`src/rtl/ct_pkg.sv`:
```
// Shared CT definitions: word width, frame size and fill-state encoding.
// Used by the CT controller and the result collector.
package ct_pkg;

  localparam int CT_DW     = 8;
  localparam int CT_NWORDS = 4;

  typedef enum logic [1:0] {
    ST_IDLE = 2'd0,
    ST_FILL = 2'd1,
    ST_FULL = 2'd2
  } fill_st_t;

endpackage

```
`src/rtl/ct_result_collector_if.sv`:
```
// Result handshake bundle: frame words plus valid/ready.
// The collector is the master, the display/readout sink is the slave.
interface ct_result_collector_if #(
  parameter int DW = ct_pkg::CT_DW
);

  logic          res_valid;
  logic          res_ready;
  logic [DW-1:0] c_1_1;
  logic [DW-1:0] c_1_2;
  logic [DW-1:0] c_2_1;
  logic [DW-1:0] c_2_2;

  modport master (
    output res_valid,
    output c_1_1,
    output c_1_2,
    output c_2_1,
    output c_2_2,
    input  res_ready
  );

  modport slave (
    input  res_valid,
    input  c_1_1,
    input  c_1_2,
    input  c_2_1,
    input  c_2_2,
    output res_ready
  );

endinterface

```
`src/rtl/ct_out_bank.sv`:
```
// Output bank of the result collector: holds one complete frame
// and runs the res_valid/res_ready handshake toward the sink.
module ct_out_bank
  import ct_pkg::*;
#(
  parameter int DW     = CT_DW,
  parameter int NWORDS = CT_NWORDS
) (
  input  logic                         clk,
  input  logic                         reset,
  input  logic                         load,
  input  logic [NWORDS-1:0][DW-1:0]    fill,
  output logic                         free,
  output logic                         xfer,
  ct_result_collector_if.master        res
);

  logic                      valid_q;
  logic [NWORDS-1:0][DW-1:0] bank_q;

  assign xfer = valid_q & res.res_ready;
  assign free = !valid_q | res.res_ready;

  // Load a new frame when free; otherwise drop valid after handshake.
  always_ff @(posedge clk or negedge reset) begin
    if (!reset) begin
      valid_q <= 1'b0;
      bank_q  <= '0;
    end else if (load) begin
      valid_q <= 1'b1;
      bank_q  <= fill;
    end else if (xfer) begin
      valid_q <= 1'b0;
    end
  end

  assign res.res_valid = valid_q;
  assign res.c_1_1     = bank_q[0];
  assign res.c_1_2     = bank_q[1];
  assign res.c_2_1     = bank_q[2];
  assign res.c_2_2     = bank_q[3];

endmodule

```
`src/rtl/ct_result_collector.sv`:
```
// Collects serial CT result words into frames and double-buffers them.
// Optional frame counter output enabled by `CT_FRAME_CNT_EN.
module ct_result_collector
  import ct_pkg::*;
#(
  parameter int DW     = CT_DW,
  parameter int NWORDS = CT_NWORDS
) (
  input  logic                  clk,
  input  logic                  reset,
  input  logic                  ct_en_result,
  input  logic [DW-1:0]         ct_result,
  input  logic                  ct_done,
  ct_result_collector_if.master res,
  output logic                  busy,
  output logic                  err_short,
  output logic                  err_long,
  output logic                  overflow
`ifdef CT_FRAME_CNT_EN
  ,
  output logic [7:0]            frame_cnt
`endif
);

  localparam int CW = $clog2(NWORDS + 1);

  fill_st_t                  state;
  fill_st_t                  state_nx;
  logic [CW-1:0]             cnt;
  logic [CW-1:0]             cnt_nx;
  logic [CW-1:0]             wr_idx;
  logic                      wr_en;
  logic                      load;
  logic                      free;
  logic                      xfer;
  logic                      set_short;
  logic                      set_long;
  logic                      set_ovf;
  logic [NWORDS-1:0][DW-1:0] fill;

  // Fill-state register and word count.
  always_ff @(posedge clk or negedge reset) begin
    if (!reset) begin
      state <= ST_IDLE;
      cnt   <= '0;
    end else begin
      state <= state_nx;
      cnt   <= cnt_nx;
    end
  end

  // Next state: capture first, then judge ct_done on the new count.
  always_comb begin
    state_nx  = state;
    cnt_nx    = cnt;
    wr_en     = 1'b0;
    wr_idx    = cnt;
    load      = 1'b0;
    set_short = 1'b0;
    set_long  = 1'b0;
    set_ovf   = 1'b0;
    unique case (state)
      ST_IDLE: begin
        if (ct_en_result) begin
          wr_en    = 1'b1;
          wr_idx   = '0;
          cnt_nx   = CW'(1);
          state_nx = ST_FILL;
        end
      end
      ST_FILL: begin
        if (ct_en_result) begin
          if (cnt < CW'(NWORDS)) begin
            wr_en  = 1'b1;
            cnt_nx = cnt + CW'(1);
          end else begin
            set_long = 1'b1;
          end
        end
      end
      ST_FULL: begin
        if (free) begin
          load     = 1'b1;
          cnt_nx   = '0;
          state_nx = ST_IDLE;
          if (ct_en_result) begin
            wr_en    = 1'b1;
            wr_idx   = '0;
            cnt_nx   = CW'(1);
            state_nx = ST_FILL;
          end
        end else if (ct_en_result) begin
          set_ovf = 1'b1;
        end
      end
      default: begin
        cnt_nx   = '0;
        state_nx = ST_IDLE;
      end
    endcase
    if (ct_done && state_nx == ST_FILL) begin
      if (cnt_nx == CW'(NWORDS)) begin
        state_nx = ST_FULL;
      end else begin
        set_short = 1'b1;
        cnt_nx    = '0;
        state_nx  = ST_IDLE;
      end
    end
  end

  // Fill buffer write at the selected word slot.
  always_ff @(posedge clk or negedge reset) begin
    if (!reset) begin
      fill <= '0;
    end else if (wr_en) begin
      for (int i = 0; i < NWORDS; i++) begin
        if (CW'(i) == wr_idx) fill[i] <= ct_result;
      end
    end
  end

  // Sticky error flags, cleared only by reset.
  always_ff @(posedge clk or negedge reset) begin
    if (!reset) begin
      err_short <= 1'b0;
      err_long  <= 1'b0;
      overflow  <= 1'b0;
    end else begin
      if (set_short) err_short <= 1'b1;
      if (set_long)  err_long  <= 1'b1;
      if (set_ovf)   overflow  <= 1'b1;
    end
  end

  assign busy = (state != ST_IDLE);

  ct_out_bank #(
    .DW     (DW),
    .NWORDS (NWORDS)
  ) u_bank (
    .clk   (clk),
    .reset (reset),
    .load  (load),
    .fill  (fill),
    .free  (free),
    .xfer  (xfer),
    .res   (res)
  );

`ifdef CT_FRAME_CNT_EN
  // Count handshaked frames, wrapping at 8 bits.
  always_ff @(posedge clk or negedge reset) begin
    if (!reset) begin
      frame_cnt <= 8'd0;
    end else if (xfer) begin
      frame_cnt <= frame_cnt + 8'd1;
    end
  end
`endif

endmodule

```
`src/flat_wrapper.sv`:
```
// flat-port wrapper written by rule: the top's interface ports become plain ports
module ct_result_collector_flat import ct_pkg::*;
#(
  parameter int DW     = CT_DW,
  parameter int NWORDS = CT_NWORDS
)
  (clk, reset, ct_en_result, ct_result, ct_done, busy, err_short, err_long, overflow, res_res_valid, res_c_1_1, res_c_1_2, res_c_2_1, res_c_2_2, res_res_ready);
  ct_result_collector_if #(.DW(DW)) res_i ();
  input  logic clk;
  input  logic reset;
  input  logic ct_en_result;
  input  logic [DW-1:0] ct_result;
  input  logic ct_done;
  output logic busy;
  output logic err_short;
  output logic err_long;
  output logic overflow;
  output wire logic [$bits(res_i.res_valid)-1:0] res_res_valid;
  output wire logic [$bits(res_i.c_1_1)-1:0] res_c_1_1;
  output wire logic [$bits(res_i.c_1_2)-1:0] res_c_1_2;
  output wire logic [$bits(res_i.c_2_1)-1:0] res_c_2_1;
  output wire logic [$bits(res_i.c_2_2)-1:0] res_c_2_2;
  input wire logic [$bits(res_i.res_ready)-1:0] res_res_ready;
  assign res_res_valid = res_i.res_valid;
  assign res_c_1_1 = res_i.c_1_1;
  assign res_c_1_2 = res_i.c_1_2;
  assign res_c_2_1 = res_i.c_2_1;
  assign res_c_2_2 = res_i.c_2_2;
  assign res_i.res_ready = res_res_ready;
  ct_result_collector #(.DW(DW), .NWORDS(NWORDS)) u_core (.clk(clk), .reset(reset), .ct_en_result(ct_en_result), .ct_result(ct_result), .ct_done(ct_done), .res(res_i), .busy(busy), .err_short(err_short), .err_long(err_long), .overflow(overflow));
endmodule
```
`config.mk`:
```
export PLATFORM = sky130hd
export DESIGN_NAME = ct_result_collector_flat
export DESIGN_NICKNAME = d
export VERILOG_FILES = /design/src/rtl/ct_pkg.sv /design/src/rtl/ct_result_collector_if.sv /design/src/rtl/ct_out_bank.sv /design/src/rtl/ct_result_collector.sv /design/src/flat_wrapper.sv
export SDC_FILE = /design/constraint.sdc
export NUM_CORES = 1
export LEC_CHECK = 0
export CAP_MARGIN = 20
export CORE_MARGIN = 2
export CORE_UTILIZATION = 50
export CTS_BUF_LIST = sky130_fd_sc_hd__clkbuf_16
export DETAILED_ROUTE_END_ITERATION = 8
export PLACE_DENSITY = 0.76
export SYNTH_ARGS = -nofsm -noshare
export SYNTH_HDL_FRONTEND = slang
export SYNTH_SLANG_ARGS = --single-unit
```
`constraint.sdc`:
```
create_clock -name clk -period 2.6 [get_ports clk]
set_input_delay 0.52 -clock clk [delete_from_list [all_inputs] [get_ports clk]]
set_output_delay 0.52 -clock clk [all_outputs]
set_load 0.02 [all_outputs]
```
# Word level (Yosys, flattened, before mapping)
# Index checks and enable logic that the tools add are counted.
dict set report totals {
  mem_count 0
  mem_bits_ro 0
  out_inout_bits 37
  mem_bits_rw 0
  latch_bits 0
  ff_bits 73
}
dict set report classes {
  multipliers 0
  n_reduce_logical 10
  order_cmp 1
  addsub 1
  muxes 33
  n_eq_ne 7
  n_bitwise 2
  n_shift 0
  div 0
}
# cell n
set op_table {}
lappend op_table {{2-to-1 mux 3 bit} 8}
lappend op_table {{2-to-1 mux 1 bit} 17}
lappend op_table {{case mux 3 bit (3 select lines)} 1}
lappend op_table {{2-to-1 mux 2 bit} 4}
lappend op_table {{AND reduction 2 bit} 4}
lappend op_table {{== test 2 x 3 -> 1 bit (first input constant)} 2}
lappend op_table {{case mux 2 bit (3 select lines)} 1}
lappend op_table {{case mux 3 bit (2 select lines)} 1}
lappend op_table {{== test 2 x 1 -> 1 bit (second input constant)} 2}
lappend op_table {{nonzero test 2 bit} 2}
lappend op_table {{adder 3 x 1 -> 3 bit (second input constant)} 1}
lappend op_table {{== test 1 x 3 -> 1 bit (first input constant)} 1}
lappend op_table {{== test 3 bit (second input constant)} 1}
lappend op_table {{zero test 3 bit} 1}
lappend op_table {{less-than comparator 3 bit (second input constant)} 1}
lappend op_table {{case mux 1 bit (3 select lines)} 1}
lappend op_table {{== test 2 bit (second input constant)} 1}
lappend op_table {{zero test 2 bit} 1}
lappend op_table {{bitwise AND 1 bit} 1}
lappend op_table {{logical AND 1 bit} 1}
lappend op_table {{zero test 1 bit} 1}
lappend op_table {{OR 1 bit} 1}

# Longest topological paths before layout
# Gate-level depths: netlist of the first run.
dict set report depth {
  word_depth 7
  depth_mapped 8
  mapped_depth_nobuf 7
}

# By module
# From an unflattened synthesis of the first run, not the netlist that was laid out.
dict set report unflattened {
  hier_cells 205
  hier_area_um2 3280.6
}
# mod instances area_each_um2 seq_area_each_um2 cells_per_inst
set by_module_without_submodules {}
lappend by_module_without_submodules {ct_result_collector 1 1895.6 1001.0 133}
lappend by_module_without_submodules {ct_out_bank 1 1385.1 825.8 72}

# Worst setup path after synthesis of the first run
# No wires, ideal clock.
dict set report synth_path {
  kind {reg-to-reg}
  start {register u_core.state[0]}
  end {register u_core.fill[16] (netlist bit)}
  slack_ns 0.383
  stages_incl_launch_ff 9
  path_buffers 1
  t_arrival_ns 2.092
  synth_period_minus_slack_ns 2.217
  required_time_ns 2.475
  setup_time_ns 0.125
  path_cell_list {dfrtp_1 inv_1 ha_1 nand3b_1 o211ai_1 and2_1 clkbuf_1 nor4_4 mux2_2}
}
dict set report synth_via {
  elab_chain_len 4
  elab_cells_between_ends 7
}
# item line
set synth_lines {}
lappend synth_lines {{start: declaration} ct_result_collector.sv:27} ;# fill_st_t state;
lappend synth_lines {{start signal: assignment} ct_result_collector.sv:47} ;# state <= state_nx;
lappend synth_lines {{== test 2 bit / zero test 2 bit (equally long branches)} ct_result_collector.sv:62} ;# unique case (state)
lappend synth_lines {{case mux 3 bit (2 select lines)} ct_result_collector.sv:62}
lappend synth_lines {{== test 2 x 3 -> 1 bit} ct_result_collector.sv:118} ;# if (CW'(i) == wr_idx) fill[i] <= ct_result;
lappend synth_lines {{AND reduction 2 bit (no line) (*)} --}
lappend synth_lines {{end signal: indexed assignment} ct_result_collector.sv:118}
lappend synth_lines {{end: declaration} ct_result_collector.sv:39} ;# logic [NWORDS-1:0][DW-1:0] fill;
# Mark *: on every way between the ends. The rest lies on a longest branch, timed or not.
# A chain may end at the register's enable or synchronous reset.

# Final worst setup path of the first run
dict set report layout_path {
  start {register u_core.state[0]}
  end {output port busy}
}
dict set report layout_via {
  elab_chain_len 1
}
# item line
set layout_lines {}
lappend layout_lines {{nonzero test 2 bit} ct_result_collector.sv:136} ;# assign busy = (state != ST_IDLE);
lappend layout_lines {{end: declaration} flat_wrapper.sv:14} ;# output logic busy;
# No other way between the ends.

==> flow_metrics.env, run 1 <==
export IMPL_outcome="completed"
export IMPL_synth_ff_type="dfrtp_1"
export IMPL_dr_pass1_iters=6
export IMPL_seq_area_frac_synth_pct=60.9
export IMPL_setup_viol=0
export IMPL_finalNetCount=287
export IMPL_crit_type="reg -> out"
export IMPL_ir_drop_uv=543
export IMPL_syn_nets=223
export IMPL_period_share_pct=88.8
export IMPL_yosys_warnings=0
export IMPL_slew_viol_final=0
export IMPL_ff_latch_area_um2=1830
export IMPL_end_kind="output pin"
export IMPL_cts_tree="done"
export IMPL_syn2layout_area_growth_pct=31.1
export IMPL_arrival_ns=1.79
export IMPL_cts_buffers=9
export IMPL_fin_util_pct=67.2
export IMPL_grt_overflow_total=0
export IMPL_grt_pass1_vias=1978
export IMPL_setup_tns_final_ns=0
export IMPL_vias_per_cell=5.23
export IMPL_ys_ff_latch=73
export IMPL_place_congestion=0.784
export IMPL_slowest_stage="clkdlybuf4s50_1"
export IMPL_vias=1825
export IMPL_clk_latency_ns=0.33
export IMPL_rr_worst_depth=8
export IMPL_worstHoldPathType="in -> async"
export IMPL_syn_inst=205
export IMPL_clock_skew_final_ns=0.00580
export IMPL_holdBufCountCts=0
export IMPL_path_max_fanout=9
export IMPL_rows=28
export IMPL_rsz0062_at_grt="false"
export IMPL_ant_nets=0
export IMPL_fp_dieW_um=81.4
export IMPL_cts_clk_slew_worst_paths_ns=0.06
export IMPL_hold_viol_final=0
export IMPL_io_pins=50
export IMPL_grt_max_degree=36
export IMPL_cap_viol_max_count=0
export IMPL_cp_num_cells=4
export IMPL_path_buf_inv=3
export IMPL_post_cts_setup_buffer_count=0
export IMPL_min_period_ns=2.31
export IMPL_grt_pass1_wl_um=9760
export IMPL_post_cts_resized=0
export IMPL_max_slew_margin_pct=70.5
export IMPL_routed_wl_um=5680
export IMPL_netlist_area_um2=3000
export IMPL_fmax_mhz=433
export IMPL_nFillCells=430
export IMPL_h_tree_depth=3
export IMPL_core_um2=5850
export IMPL_layout_drive_gt1_share_pct=33.9
export IMPL_cpMostUsedCell="inv_1"
export IMPL_multiInputGateArea_um2=1120
export IMPL_cts_buffer_depth=2
export IMPL_path_delay_family="buffers and inverters"
export IMPL_tightest_slew_ns=0.443
export IMPL_antenna_found_initial=0
export IMPL_place_hpwl_um=3870
export IMPL_critPathRequiredTime_ns=2.08
export IMPL_portBuffers=49
export IMPL_drc=0
export IMPL_yosys_cell_types_count=30
export IMPL_async_flop_share_pct=100
export IMPL_synth_area_per_cell_um2=14.6
export IMPL_crit_chain="inv_1 -> ha_1 -> inv_1 -> clkdlybuf4s50_1"
export IMPL_cellPowerDensity_nw_per_um2=769
export IMPL_root_buffer="clkbuf_16"
export IMPL_gr_usage_all_layers_pct=20.1
export IMPL_synth_edff_count=0
export IMPL_start_util_pct=51.2
export IMPL_p_leak_nw=1.83
export IMPL_cp_start_kind="flip-flop"
export IMPL_slowest_delay_ns=0.59
export IMPL_drt_iter0_drc=55
export IMPL_die_h_um=81.4
export IMPL_detail_route_wl_per_cell_um=16.3
export IMPL_antenna_diode_count=0
export IMPL_clkSinkCount=73
export IMPL_die_area_um2=6630
-- cells by family (layout without fill, tap and decap cells) --
| group | after synthesis | after routing | synth area share [%] |
|---|---|---|---|
| multiplexers | 64 | 64 | 24.0 |
| AO/OA/AOI/OAI | 20 | 20 | 4.47 |
| buffers and inverters | 13 | 82 | 1.67 |
| XOR/XNOR | 1 | 1 | 0.292 |
| AND/OR/NAND/NOR | 29 | 29 | 6.51 |
| adder cells (fa/ha/maj) | 5 | 5 | 2.09 |
| flip-flops | 73 | 73 | 60.9 |
-- metal layers --
layer | vias to the layer above | wire, um | GRT usage (%)
met3 | 8 | 260 | 6.81
met5 | - | 0 | 0
li1 | 860 | - | -
met1 | 921 | 2670 | 26.5
met4 | 0 | 85 | 7.63
met2 | 36 | 2660 | 31.0
-- state kept, by name, indices dropped and copies added, names as in the netlist --
register	flops
u_core.u_bank.res.c_1_1	8
u_core.fill	32
u_core.cnt	3
u_core.err_short	1
u_core.err_long	1
u_core.u_bank.res.c_2_1	8
u_core.state	2
u_core.overflow	1
u_core.u_bank.res.res_valid	1
u_core.u_bank.res.c_2_2	8
u_core.u_bank.res.c_1_2	8
-- worst paths after layout --
path,startpoint,end,slack [ns]
min in group clk,u_core.err_short$_DFFE_PN0P_,u_core.err_short$_DFFE_PN0P_,0.47
hold / removal,reset,u_core.fill[4]$_DFFE_PN0P_,0.13
max in group asynchronous,reset,u_core.u_bank.res.c_2_2[7]$_DFFE_PN0P_,1.82
setup / recovery,u_core.state[0]$_DFF_PN0_,busy,0.29
setup reg to reg,u_core.state[0]$_DFF_PN0_,u_core.fill[17]$_DFFE_PN0P_,0.39
hold reg to reg,u_core.err_short$_DFFE_PN0P_,u_core.err_short$_DFFE_PN0P_,0.47
-- area by class of cell --
cell class / instances / area share, %
Inverter: 6 / 0.573
Timing Repair Buffer: 60 / 15.1
Tap cell: 75 / 2.39
Sequential cell: 73 / 46.5
Multi-Input combinational cell: 119 / 28.5
Clock buffer: 9 / 5.73
Clock inverter: 7 / 1.21
-- cell usage in the layout, fill, tap and decap left out, types with 3 or more instances in the layout --
master,netlist,final
clkdlybuf4s50_1,0,48
dfrtp_1,73,73
a21oi_1,4,4
ha_1,5,5
nand2_1,4,4
clkbuf_16,0,9
nand3b_1,3,3
nand3_1,5,5
inv_1,6,7
buf_4,0,9
o21ai_0,4,4
nor3_1,4,4
mux2_2,64,64
nand2b_1,3,3
clkinvlp_4,0,3
nor2b_1,3,3
-- power by group --
| group | switching, W | internal [W] | total (W) |
|---|---|---|---|
| sequential | 0.000117 | 0.00136 | 0.00147 |
| combinational | 0.000181 | 0.000265 | 0.000446 |
| clock | 0.000460 | 0.000642 | 0.00110 |
-- through the flow --
step           hold WS, ns  setup WS (ns)  total power [W]  instances  instance area, um^2
3_3_place_gp         0.443          0.156          0.00192        333                 3660
4_1_cts              0.137          0.288          0.00306        349                 3930
2_1_floorplan        0.224          0.383          0.00175        205                 3000
5_1_grt              0.166          0.185          0.00317        349                 3930
3_5_place_dp         0.464          0.143          0.00194        333                 3660
6_report             0.134          0.290          0.00302        349                 3930
-- synthesized netlist by cell type (2+ instances only) --
| master | number | share of area, % |
|---|---|---|
| nand3b_1 | 3 | 0.75 |
| o21ai_0 | 4 | 0.67 |
| a21boi_0 | 2 | 0.50 |
| inv_1 | 6 | 0.75 |
| a21oi_1 | 4 | 0.67 |
| nand3_1 | 5 | 0.83 |
| dfrtp_1 | 73 | 61 |
| nand2b_1 | 3 | 0.63 |
| ha_1 | 5 | 2.1 |
| buf_1 | 3 | 0.38 |
| nand4b_1 | 2 | 0.58 |
| nor2b_1 | 3 | 0.63 |
| nor3_1 | 4 | 0.67 |
| nand2_1 | 4 | 0.50 |
| mux2_2 | 64 | 24 |
| a31oi_1 | 2 | 0.42 |
| a21o_1 | 2 | 0.50 |
| clkbuf_1 | 3 | 0.38 |
| and2_1 | 2 | 0.42 |
No activity file was read; power rests on OpenSTA's default activity.
==> run 2, diff against run 1 <==
==> constraint.sdc (replaced) <==
create_clock -name clk -period 2.6 [get_ports clk]
set_input_delay 0.39 -clock clk [delete_from_list [all_inputs] [get_ports clk]]
set_output_delay 0.39 -clock clk [all_outputs]
set_load 0.02 [all_outputs]
==> run 2 against run 1 <==
Against the previous run: cell count down 0.86%; clock power down 5%; wire length up 3.2%; maximum frequency down 2.8%; core utilization down 0.68 points; sequential power about the same; combinational power up 0.9%; clock skew up 0.0011 ns; via count up 2.6%; die area unchanged; power down 1.4%; count of clock-buffer cells in the layout unchanged.
==> flow_metrics.env, run 2 (same netlist as run 1, synthesis figures left out) <==
export IMPL_post_cts_setup_buffer_count=0
export IMPL_ir_drop_uv=535
export IMPL_fp_dieW_um=81.4
export IMPL_dp_cells=330
export IMPL_layout_drive_gt1_share_pct=32.5
export IMPL_start_util_pct=51.2
export IMPL_syn2layout_area_growth_pct=29.8
export IMPL_rsz0062_at_grt="false"
export IMPL_crit_chain="inv_1 -> ha_1 -> nand3b_1 -> o211ai_1 -> and2_1 -> nand3b_1 -> mux2_2"
export IMPL_crit_type="reg -> reg"
export IMPL_wl_met3_um=329
export IMPL_cap_viol_max_count=0
export IMPL_cts_tree="done"
export IMPL_cts_buffers=9
export IMPL_h_tree_depth=3
export IMPL_place_congestion=0.815
export IMPL_holdBufCountCts=0
export IMPL_stdcell_count=346
export IMPL_drt_iter0_drc=70
export IMPL_drc=0
export IMPL_rows=28
export IMPL_slowest_stage="nand3b_1"
export IMPL_clk_latency_ns=0.32
export IMPL_final_common_cell="dfrtp_1"
export IMPL_ant_nets=0
export IMPL_cp_start_kind="flip-flop"
export IMPL_critPathRequiredTime_ns=2.81
export IMPL_routed_wl_um=5860
export IMPL_antenna_found_initial=0
export IMPL_vias_per_cell=5.41
export IMPL_path_delay_family="simple AND/OR/NAND/NOR gates"
export IMPL_gr_usage_all_layers_pct=19.6
export IMPL_clkSinkCount=73
export IMPL_clock_skew_final_ns=0.00686
export IMPL_setup_viol=0
export IMPL_nFillCells=449
export IMPL_grt_max_degree=74
export IMPL_dr_pass1_iters=4
export IMPL_die_h_um=81.4
export IMPL_slowest_delay_ns=0.42
export IMPL_portBuffers=49
export IMPL_cellPowerDensity_nw_per_um2=766
export IMPL_top_layer_used="met4"
export IMPL_slew_viol_final=0
export IMPL_max_slew_margin_pct=68.0
export IMPL_period_share_pct=91.4
export IMPL_met2WireLength_um=2890
export IMPL_largest_register_ffs=32
export IMPL_p_leak_nw=1.83
export IMPL_cpMostUsedCell="nand3b_1"
export IMPL_tightest_slew_ns=0.478
export IMPL_antenna_diode_count=0
export IMPL_place_hpwl_um=3770
export IMPL_largest_register="u_core.fill"
export IMPL_die_area_um2=6630
export IMPL_finalNetCount=284
export IMPL_cts_buffer_depth=2
export IMPL_path_max_fanout=8
export IMPL_root_buffer="clkbuf_16"
export IMPL_post_cts_resized=0
export IMPL_io_pins=50
export IMPL_grt_overflow_total=0
export IMPL_detail_route_wl_per_cell_um=16.9
export IMPL_outcome="completed"
export IMPL_hold_viol_final=0
export IMPL_end_kind="flip-flop"
export IMPL_drt_met1_wl_um=2550
export IMPL_cts_clk_slew_worst_paths_ns=0.06
export IMPL_core_um2=5850
export IMPL_arrival_ns=2.59
export IMPL_grt_pass1_vias=1906
export IMPL_vias=1872
export IMPL_setup_tns_final_ns=0
export IMPL_mostFrequentLayoutCells="dfrtp_1, mux2_2, clkdlybuf4s50_1"
export IMPL_min_period_ns=2.38
export IMPL_path_buf_inv=1
export IMPL_fmax_mhz=421
export IMPL_grt_pass1_wl_um=9400
export IMPL_worstHoldPathType="in -> async"
==> run 2: layout make-up <==
class	count	area, um^2	area share, %
Sequential cell	73	1830	47.0
Inverter	6	22.5	0.579
Clock buffer	9	225	5.79
Clock inverter	7	30.0	0.772
Multi-Input combinational cell	119	1120	28.8
Tap cell	75	93.8	2.41
Timing Repair Buffer	57	571	14.7
==> run 2: metal layers <==
metal  track usage (%)  vias up
li1                  -      859
met1              24.9      951
met2              31.6       53
met3              5.82        9
met4              8.14        0
met5                 0        -
==> run 2: path summary, 6_finish.rpt <==
check | slack, ns | endpoint | cells past startpoint | startpoint
setup / recovery | 0.22 | u_core.fill[2]$_DFFE_PN0P_ | 7 | u_core.state[0]$_DFF_PN0_
hold / removal | 0.08 | u_core.state[0]$_DFF_PN0_ | 2 | reset
setup reg to reg | 0.22 | u_core.fill[2]$_DFFE_PN0P_ | 7 | u_core.state[0]$_DFF_PN0_
hold reg to reg | 0.46 | u_core.err_short$_DFFE_PN0P_ | 1 | u_core.err_short$_DFFE_PN0P_
max in group asynchronous | 2.22 | u_core.u_bank.res.c_1_1[3]$_DFFE_PN0P_ | 2 | reset
min in group clk | 0.46 | u_core.err_short$_DFFE_PN0P_ | 1 | u_core.err_short$_DFFE_PN0P_
==> run 2: through the flow <==
stage          hold WS, ns  worst slack (ns)  instance area, um^2  util, %  power [W]
2_1_floorplan       0.0944             0.383                 3000        -    0.00175
3_3_place_gp         0.442             0.236                 3630     62.1    0.00192
3_5_place_dp         0.444             0.185                 3630     62.1    0.00194
4_1_cts              0.102             0.240                 3890     66.5    0.00301
5_1_grt              0.127            0.0658                 3890     66.5    0.00311
6_report            0.0846             0.224                 3890     66.5    0.00298
==> run 2: report_power, final <==
group | switching [W] | internal, W | total, W | leakage [nW]
Combinational | 0.000188 | 0.000262 | 0.000450 | 0.730
Clock | 0.000424 | 0.000625 | 0.00105 | 0.136
Sequential | 0.000122 | 0.00136 | 0.00148 | 0.963
Total | 0.000733 | 0.00225 | 0.00298 | 1.83
==> run 2: worst reg2reg max path, cell delays in order (launching register included) <==
cell and delay (ns):
dfrtp_1 0.41, inv_1 0.12, ha_1 0.29, nand3b_1 0.19, o211ai_1 0.16, and2_1 0.27
nand3b_1 0.42, mux2_2 0.40
